==> src/rtl/fs4_serial_pkg.sv <==
// Shared types for the bit-serial subtractor: FSM state encoding and default operand width.
package fs_pkg;

  typedef enum logic [1:0] {
    IDLE = 2'd0,
    RUN  = 2'd1,
    DONE = 2'd2
  } state_t;

  localparam int FS_N_DEF = 4;

endpackage

==> src/rtl/fs4_serial_fs.sv <==
// One-bit full subtractor cell: d = a - b - bi, bo = borrow out.
module fs (
  input  logic a,
  input  logic b,
  input  logic bi,
  output logic d,
  output logic bo
);

  assign d  = a ^ b ^ bi;
  assign bo = (~a & b) | (~(a ^ b) & bi);

endmodule

==> src/rtl/fs4_serial.sv <==
// Bit-serial N-bit subtractor, LSB first, one bit per clock, computing {bo, d} = a - b - bi.
// Optional signed-overflow output enabled by defining FS4_SERIAL_OVF_EN.
module fs4_serial
  import fs_pkg::*;
#(
  parameter int N = FS_N_DEF
) (
  input  logic         clk,
  input  logic         rst,
  input  logic         start,
  input  logic [N-1:0] a,
  input  logic [N-1:0] b,
  input  logic         bi,
  output logic [N-1:0] d,
  output logic         bo,
  output logic         busy,
  output logic         done
`ifdef FS4_SERIAL_OVF_EN
  ,
  output logic         ovf
`endif
);

  localparam int CW = $clog2(N);

  state_t         state, state_nxt;
  logic [CW-1:0]  cnt;
  logic [N-1:0]   a_sh, b_sh, res, res_nxt;
  logic           brw;
  logic           dbit, bbit;
  logic           accept, last;
`ifdef FS4_SERIAL_OVF_EN
  logic           a_msb, b_msb;
`endif

  fs u_fs (
    .a  (a_sh[0]),
    .b  (b_sh[0]),
    .bi (brw),
    .d  (dbit),
    .bo (bbit)
  );

  // A start is honoured from IDLE and from DONE; while RUN it is dropped.
  assign accept  = start && (state != RUN);
  assign last    = (state == RUN) && (cnt == CW'(N - 1));
  assign res_nxt = {dbit, {(N-1){1'b0}}} | (res >> 1);
  assign busy    = (state == RUN);

  always_comb begin
    state_nxt = state;
    case (state)
      IDLE:    if (start) state_nxt = RUN;
      RUN:     if (last)  state_nxt = DONE;
      DONE:    state_nxt = start ? RUN : IDLE;
      default: state_nxt = IDLE;
    endcase
  end

  // Control: FSM, bit counter, borrow flop and result outputs.
  always_ff @(posedge clk) begin
    if (rst) begin
      state <= IDLE;
      cnt   <= '0;
      brw   <= 1'b0;
      d     <= '0;
      bo    <= 1'b0;
      done  <= 1'b0;
`ifdef FS4_SERIAL_OVF_EN
      ovf   <= 1'b0;
`endif
    end else begin
      state <= state_nxt;
      done  <= (state == DONE);
      if (accept) begin
        cnt <= '0;
        brw <= bi;
      end else if (state == RUN) begin
        cnt <= cnt + CW'(1);
        brw <= bbit;
      end
      // The result becomes visible only once the final bit has been formed.
      if (last) begin
        d  <= res_nxt;
        bo <= bbit;
`ifdef FS4_SERIAL_OVF_EN
        ovf <= (a_msb != b_msb) && (dbit != a_msb);
`endif
      end
    end
  end

  // Datapath: operand shifters and partial-result register.
  always_ff @(posedge clk) begin
    if (accept) begin
      a_sh <= a;
      b_sh <= b;
`ifdef FS4_SERIAL_OVF_EN
      a_msb <= a[N-1];
      b_msb <= b[N-1];
`endif
    end else if (state == RUN) begin
      a_sh <= a_sh >> 1;
      b_sh <= b_sh >> 1;
      res  <= res_nxt;
    end
  end

endmodule

==> config.mk <==
export PLATFORM = sky130hd
export DESIGN_NAME = fs4_serial
export DESIGN_NICKNAME = d
export VERILOG_FILES = /design/src/rtl/fs4_serial_pkg.sv /design/src/rtl/fs4_serial_fs.sv /design/src/rtl/fs4_serial.sv
export SDC_FILE = /design/constraint.sdc
export NUM_CORES = 1
export LEC_CHECK = 0
export CAP_MARGIN = 10
export CELL_PAD_IN_SITES_DETAIL_PLACEMENT = 1
export CELL_PAD_IN_SITES_GLOBAL_PLACEMENT = 2
export CORE_ASPECT_RATIO = 1.1
export CORE_UTILIZATION = 35
export DETAILED_ROUTE_END_ITERATION = 10
export PLACE_DENSITY_LB_ADDON = 0.15
export SETUP_SLACK_MARGIN = 0.05
export SYNTH_ARGS = -nofsm -noshare
export SYNTH_HDL_FRONTEND = slang
export SYNTH_SLANG_ARGS = --single-unit
==> constraint.sdc <==
create_clock -name clk -period 1.92 [get_ports clk]
set_clock_uncertainty 0.05 [all_clocks]
set_input_delay 0.288 -clock clk [delete_from_list [all_inputs] [get_ports clk]]
set_output_delay 0.288 -clock clk [all_outputs]
set_load 0.02 [all_outputs]
# After elaboration in Yosys (flattened, before gate mapping)
# Cells that the tools add are included.
[op_classes]
addsub = 1
eq_ne = 6
mux = 10
bitwise_logic = 9
reduce_logical = 7
[op_table]
columns = ["op", "n"]
rows = [
  ["$mux 4", 4],
  ["$pmux 2 s3", 1],
  ["$eq 2x2->1 const B", 2],
  ["$mux 2", 2],
  ["$ne 2x1->1 const B", 2],
  ["$or 4x3->4", 1],
  ["$reduce_and 2->1", 2],
  ["$mux 1", 3],
  ["$not 1->1", 3],
  ["$add 2x1->2 const B", 1],
  ["$and 1x1->1", 2],
  ["$eq 2x1->1 const B", 1],
  ["$logic_and 1x1->1", 2],
  ["$logic_not 2->1", 1],
  ["$ne 2x2->1 const B", 1],
  ["$reduce_bool 2->1", 1],
  ["$reduce_or 2->1", 1],
  ["$xor 1x1->1", 2],
  ["$or 1x1->1", 1],
]
[word_totals]
register_bits = 23
in_bits = 12
output_inout_bits = 7
wordCells = 42

# Longest topological paths before layout
# Gate-level depths: netlist (run 1).
[logic_depth]
ltp_word = 6
depth_mapped = 5
mapped_depth_nobuf = 4

# Hierarchy
# A second synthesis (run 1) with hierarchy kept.
[unflattened]
hier_cells = 71
hier_area_um2 = 873.3
[modules_own_cells]
columns = ["module", "instances", "cells_per_inst", "area_each_um2", "seq_area_each_um2"]
rows = [
  ["fs4_serial", 1, 67, 842.1, 550.5],
  ["fs", 1, 4, 31.3, 0.0],
]

# Worst setup path before layout (run 1)
# OpenSTA, ideal clock, no wires.
[synth_path]
path_type = "register to register"
start = "register state[1]"
end = "register a_sh[0] (data pin)"
setup_ns = 0.260
arrival_time_ns = 0.971
t_required_ns = 1.610
path_slack_ns = 0.638
stages_incl_launch_ff = 5
path_buffers = 1
period_less_slack_ns = 1.282
path_cell_list = "dfxtp_1 -> nand2b_1 -> buf_6 -> nand2_4 -> mux2_4"
[synth_between]
elab_chain_cells = 3
[synth_rtl]
columns = ["item", "line", "rtl"]
rows = [
  ["start, declared", "fs4_serial.sv:26", "state_t state, state_nxt;"],
  ["start signal, assigned", "fs4_serial.sv:73", "state <= state_nxt;"],
  ["$ne 2x1->1", "fs4_serial.sv:45", "assign accept = start && (state != RUN);"],
  ["$logic_and 1x1->1", "fs4_serial.sv:45", ""],
  ["$mux 4", "fs4_serial.sv:95", "if (accept) begin"],
  ["end signal, assigned", "fs4_serial.sv:103", "a_sh <= a_sh >> 1;"],
  ["end, declared", "fs4_serial.sv:28", "logic [N-1:0] a_sh, b_sh, res, res_nxt;"],
]
# No other way between the ends.
# A chain may end at the register's enable or synchronous reset.

# Worst setup path in the final report (run 1)
[layout_path]
start = "register state[1]"
end = "output port busy"
[layout_between]
elab_chain_cells = 1
[layout_rtl]
columns = ["item", "line", "rtl"]
rows = [
  ["$eq 2x1->1", "fs4_serial.sv:48", "assign busy = (state == RUN);"],
  ["end, declared", "fs4_serial.sv:16", "output logic busy,"],
]
# No other way between the ends.

==> impl_metrics.tcl, run 1 <==
set metrics [dict create \
    gp_congestion 0.6650 \
    die_w_um 50.91 \
    routed_wl_mm 1.634 \
    p_per_area_mw_per_mm2 790.4 \
    antenna_found_initial 0 \
    cts_root_buf "clkbuf_4" \
    ys_seq_area_share_pct 59.78 \
    io_buffers 18 \
    tightest_slew_ns 0.4583 \
    vias 584 \
    crit_path_start_kind "register" \
    ys_async_sr_fraction_pct 0 \
    clkPwrFrac_pct 27.0 \
    synth_cell_types 24 \
    die_y_um 55.80 \
    dieArea_mm2 0.002841 \
    synth.avg_cell_area_um2 13.16 \
    synth_compound_area_share_pct 9.239 \
    grt_max_degree 14 \
    ios 19 \
    synth_xor_area_share_pct 0 \
    switching_share_pct 22.30 \
    cts_max_path_buffers 2 \
    yosys.area_share.simple_pct 13.32 \
    p_seq_share_pct 59.3 \
    cts_buffers 3 \
    route.top_layer_used "met4" \
    cts.sinks 22 \
    synth_edf_count 11 \
    path_depth 3 \
    cp_max_fo 13 \
    synth_nets 84 \
    finalCriticalPeriod_ns 1.687 \
    critPathSlowestCell "dfxtp_1" \
    dr_wl_met2_um 833 \
    dp.cells 118 \
    post_drt_wl_per_cell_um 13.39 \
    vdd_drop_max_v 0.0004182 \
    dp_hpwl_mm 1.249 \
    grt_use_total_pct 13.79 \
    synth_area_leaders "edfxtp_1 36%, dfxtp_1 24%, mux2_4 9.8%" \
    synth_flop_cell "edfxtp_1" \
    combPwrFrac_pct 13.7 \
    nets 106 \
    cpPeakStageDelay_ns 0.35 \
    synthAdderAreaFrac_pct 3.533 \
    p_int_uw 718.5 \
    worstSetupPathType "register to output pin" \
    path_buf_inv 2 \
    synth_top_area_share_pct 35.87 \
    initial_core_util_pct 36.89 \
    drt-met1-wl_um 735 \
    crit_chain "nand2b_1 > clkinv_4 > dlygate4sd2_1" \
    route.detailed.drc 0 \
    coreArea_mm2 0.002496 \
    grt_first_pass_wirelength_mm 2.794 \
    critPathRequiredTime_ns 1.58 \
    antenna_cells 0 \
    synth_seq_cells 22 \
    dr.pass1.iters 2 \
    yosysTopAreaCell "edfxtp_1" \
    cts.clk_slew.worst_paths_ns 0.12 \
    slew_headroom_pct 69.35 \
    fmax_mhz 592.7 \
    cts_hold_buf 0 \
    drive_gt1_share_pct 18.68 \
    ctsResizeCount 1 \
    area_growth_pct 27.04 \
    cp_data_arrival_time_ns 1.35 \
    hold_violations 0 \
    finalNonFillerCells 122 \
    yosysWarningCount 0 \
    min_period_over_period_pct 87.88 \
    dr_wl_met3_um 50 \
    drtIter0Drc 6 \
    cts_tree "built" \
    cts-htree-levels 1 \
    setup_viol 0 \
    drv_cap 0 \
    cp_top_family "buffers and inverters" \
    hold_ws_ns 0.4106 \
    hold_path_depth 2 \
    via_per_inst 4.787 \
    drv_slew 0 \
    rr_worst_depth 4 \
    overflow 0 \
    synth_area_um2 920.9 \
    synth_top_family_by_area "simple AND/OR/NAND/NOR gates" \
    switchingPower_uw 206.2 \
    setup_tns_ns 0 \
    end_kind "output pin" \
    hp-class "register to register" \
    first_global_vias 612 \
    clk_latency_ns 0.30 \
    rsz0062_at_grt "no" \
    p_leak_uw 0.0004412 \
    cts_post_setup_buffers_inserted 0 \
    core.rowCount 19 \
    synthMuxAreaShare_pct 9.783 \
    status "finished clean" \
    postSynthCellCount 70 \
    antenna_left 0 \
    fillers 279 \
]
==> routing by layer <==
| metal | global-route usage [%] | vias up |
|---|---|---|
| met5 | 0 | - |
| met4 | 7.143 | 0 |
| met3 | 3.279 | 2 |
| met2 | 21.99 | 10 |
| met1 | 16.96 | 280 |
| li1 | - | 292 |
==> flip-flops by register name, indices dropped and copies added, names as in the netlist <==
register / cells
b_sh: 4
brw: 1
d: 4
done: 1
bo: 1
cnt: 2
a_sh: 4
res: 3
state: 2
==> worst min-delay path: cells and delay by family (launching register included) <==
| family | cells | cell delay (ns) |
|---|---|---|
| AND/OR/NAND/NOR | 1 | 0.05 |
| AO/OA/AOI/OAI | 1 | 0.05 |
| flip-flops | 1 | 0.33 |
==> power groups by stage <==
stage,clock (µW),combinational (µW),sequential (µW)
after floorplan,0,85.8,554
after global placement,0,126,558
after detailed placement,0,131,560
after CTS,263,130,549
after global routing,287,140,553
final,250,127,548
==> kinds of logic (layout without fill, tap and decap cells) <==
logic type,after synthesis,count (layout)
fa+ha+maj,2,2
mux,6,6
buf+inv,7,28
simple gates,22,22
compound gates,11,11
flops,22,22
==> placed cells by master, fill, tap and decap left out, drive strengths merged <==
master,instances
inv,3
buf,2
clkdlybuf4s50,17
a21oi,7
a311oi,1
nand2b,3
nor3b,1
clkinv,1
nand2,7
and3,2
ha,1
fa,1
nor2,2
o21a,1
nand3b,3
dlygate4sd2,1
clkbuf,4
nand3,4
a2bb2oi,1
mux2,6
dfxtp,11
a221oi,1
edfxtp,11
==> worst paths after layout <==
path,startpoint,endpoint,slack (ns)
max,state[1],busy,0.23
min,d[1],d[1],0.41
max reg2reg,state[1],a_sh[1],0.45
min reg2reg,d[1],d[1],0.41
==> through the flow <==
step / total power (µW) / cell area [µm²] / util [%] / setup slack [ns]
3_5_place_dp: 691.2 / 1135 / 45.46 / 0.1298
2_1_floorplan: 639.9 / 920.9 / - / 0.6384
5_1_grt: 979.8 / 1170 / 46.87 / 0.1288
3_3_place_gp: 684.5 / 1135 / 45.46 / 0.1871
6_report: 924.7 / 1170 / 46.87 / 0.2327
4_1_cts: 942.9 / 1170 / 46.87 / 0.1945
==> cell type report <==
class / instances / area (µm²) / area share, %
flip-flops and latches: 22 / 550.5 / 47.06
multi-input cells: 41 / 330.3 / 28.24
repair buffers: 20 / 193.9 / 16.58
well taps: 31 / 38.79 / 3.316
clock buffers: 4 / 36.28 / 3.102
inverters: 4 / 20.02 / 1.711
==> cells in the mapped netlist (2+ instances only) <==
cell type and n:
dfxtp_1 11, edfxtp_1 11, a21oi_1 6, mux2_4 6
nand2_1 6, nand3_1 4, inv_1 3, nand2b_1 3
nand3b_1 3, and3_1 2, nor2_1 2
No activity file was read; power rests on OpenSTA's default activity.
==> run 2: changes to the inputs <==
--- a/config.mk
+++ b/config.mk
@@ -9,7 +9,7 @@
 export CELL_PAD_IN_SITES_DETAIL_PLACEMENT = 1
 export CELL_PAD_IN_SITES_GLOBAL_PLACEMENT = 2
 export CORE_ASPECT_RATIO = 1.1
-export CORE_UTILIZATION = 35
+export CORE_UTILIZATION = 29
 export DETAILED_ROUTE_END_ITERATION = 10
 export PLACE_DENSITY_LB_ADDON = 0.15
 export SETUP_SLACK_MARGIN = 0.05
==> constraint.sdc (replaced) <==
create_clock -name clk -period 1.4 [get_ports clk]
set_clock_uncertainty 0.05 [all_clocks]
set_input_delay 0.21 -clock clk [delete_from_list [all_inputs] [get_ports clk]]
set_output_delay 0.21 -clock clk [all_outputs]
set_load 0.02 [all_outputs]
==> run 2 against run 1 <==
Register-to-register slack got worse by 0.37 ns; final area rose by 6.8%; critical path type is now register to register; count of clock-buffer cells in the layout did not move; flip-flop and latch count did not move; wire length rose by 6.4%; via count rose by 5.7%; first-iteration DRC count fell by 50%.
==> impl_metrics.tcl, run 2 (synthesized netlist as in run 1, its figures left out) <==
set metrics [dict create \
    status "finished clean" \
    drtIter0Drc 3 \
    final_cell_mix "11 x edfxtp_1, 11 x clkdlybuf4s50_1, 9 x dfxtp_1, 7 x buf_4" \
    cp_max_fo 6 \
    rr_worst_depth 4 \
    initial_core_util_pct 30.48 \
    critPathSlowestCell "dfxtp_2" \
    r2r_end "b_sh[1]" \
    core.rowCount 21 \
    cts_buffers 3 \
    cts.clk_slew.worst_paths_ns 0.12 \
    io_buffers 18 \
    cts_root_buf "clkbuf_4" \
    fmax_mhz 757.5 \
    combPwrFrac_pct 16.1 \
    multi_input_area_um2 346.6 \
    die_w_um 55.73 \
    clkPwrFrac_pct 26.5 \
    finish.utilization_pct 41.37 \
    reg2reg_slack_ns 0.08 \
    finalNonFillerCells 132 \
    via_per_inst 4.674 \
    grt_first_pass_wirelength_mm 3.015 \
    p_seq_share_pct 57.5 \
    cts_max_path_buffers 2 \
    switchingPower_uw 297.1 \
    antenna_left 0 \
    drv_cap 0 \
    end_kind "register" \
    overflow 0 \
    route.detailed.drc 0 \
    first_global_vias 628 \
    min_to "d[1]" \
    slew_headroom_pct 81.99 \
    crit_path_start_kind "register" \
    dr.pass1.iters 4 \
    gp_congestion 0.6604 \
    routed_wl_mm 1.739 \
    area_growth_pct 35.73 \
    rsz0062_at_grt "yes" \
    finalInstanceArea_mm2 0.001250 \
    setup_viol 0 \
    seq_area_um2 553.0 \
    cts_hold_buf 0 \
    grt_use_total_pct 12.17 \
    cp_data_arrival_time_ns 1.34 \
    fillers 329 \
    antenna_found_initial 0 \
    ios 19 \
    die_y_um 61.10 \
    reg2reg_from "state[1]" \
    path_buf_inv 1 \
    vdd_drop_max_v 0.0004115 \
    setup_tns_ns 0 \
    post_drt_wl_per_cell_um 13.17 \
    cts.sinks 22 \
    cp_top_family "flip-flops" \
    cpPeakStageDelay_ns 0.34 \
    grt_max_degree 13 \
    switching_share_pct 22.71 \
    cts_tree "built" \
    tightest_slew_ns 0.2692 \
    drive_gt1_share_pct 28.57 \
    hp-class "register to register" \
    worstSetupPathType "register to register" \
    dp_hpwl_mm 1.327 \
    p_int_uw 1011 \
    crit_chain "nand2b_4 > buf_6 > nand2_8 > mux2_4" \
    dieArea_mm2 0.003405 \
    dp.cells 127 \
    place_area_mm2 0.001196 \
    min_period_over_period_pct 94.30 \
    p_leak_uw 0.0005109 \
    hp-start "d[1]" \
    coreArea_mm2 0.003022 \
    clk_latency_ns 0.30 \
    hold_violations 0 \
    vias 617 \
    nets 113 \
    hold_path_depth 2 \
    cts-htree-levels 1 \
    critPathRequiredTime_ns 1.41 \
    reg.largest.list "a_sh (4), b_sh (4), d (4)" \
    p_per_area_mw_per_mm2 1047 \
    finalCriticalPeriod_ns 1.320 \
    p_total_uw 1309 \
    drv_slew 0 \
    antenna_cells 0 \
]
-- run 2: layout make-up --
type / count / area share [%]
Sequential cell: 22 / 44.24
Multi-Input combinational cell: 41 / 27.73
Timing Repair Buffer: 27 / 20.12
Tap cell: 34 / 3.403
Clock buffer: 4 / 2.903
Inverter: 4 / 1.602
-- run 2: repair_timing --
action / 4_1_cts / 5_1_grt
buffers inserted: 1 / 0
hold endpoints to repair: 0 / 0
endpoints found under the setup margin: 14 / 3
gates resized for setup: 15 / 1
-- run 2: per-stage QoR --
stage	hold slack, ns	worst slack (ns)
5_1_grt	0.4365	0.04441
6_report	0.4146	0.07982
3_5_place_dp	0.3946	-0.1509
2_1_floorplan	0.2262	0.1184
3_3_place_gp	0.3811	-0.1070
4_1_cts	0.4208	0.06608
-- run 2: worst max path at each step --
stage,end,cells after the start,startpoint,slack (ns)
CTS,b_sh[1],4,state[1],0.07
global placement,a_sh[0],3,start,-0.11
detailed placement,b_sh[1],3,start,-0.15
floorplan,a_sh[0],4,state[1],0.12
global route,d[3],4,b_sh[0],0.04
finish,b_sh[1],4,state[1],0.08
-- run 2: per-layer routing --
metal	GRT usage (%)	share of wire, %	vias up
met3	2.521	3.7	4
met5	0	0	-
met4	6.429	2.0	0
met1	15.07	44	292
li1	-	-	307
met2	20.48	50	14
-- run 2: power by group through the flow --
| stage | Clock, µW | Sequential (µW) | Combinational [µW] |
|---|---|---|---|
| after floorplan | 0 | 760 | 118 |
| after global placement | 0 | 762 | 204 |
| after detailed placement | 0 | 767 | 206 |
| after CTS | 368 | 753 | 214 |
| after global routing | 401 | 759 | 228 |
| final | 346 | 752 | 210 |
-- run 2: worst reg2reg max path, delay by kind of cell, from the launching register on --
| kind | cells | cell delay, ns |
|---|---|---|
| buffers and inverters | 1 | 0.14 |
| muxes | 1 | 0.31 |
| and+or+nand+nor | 2 | 0.24 |
| DFF | 1 | 0.34 |
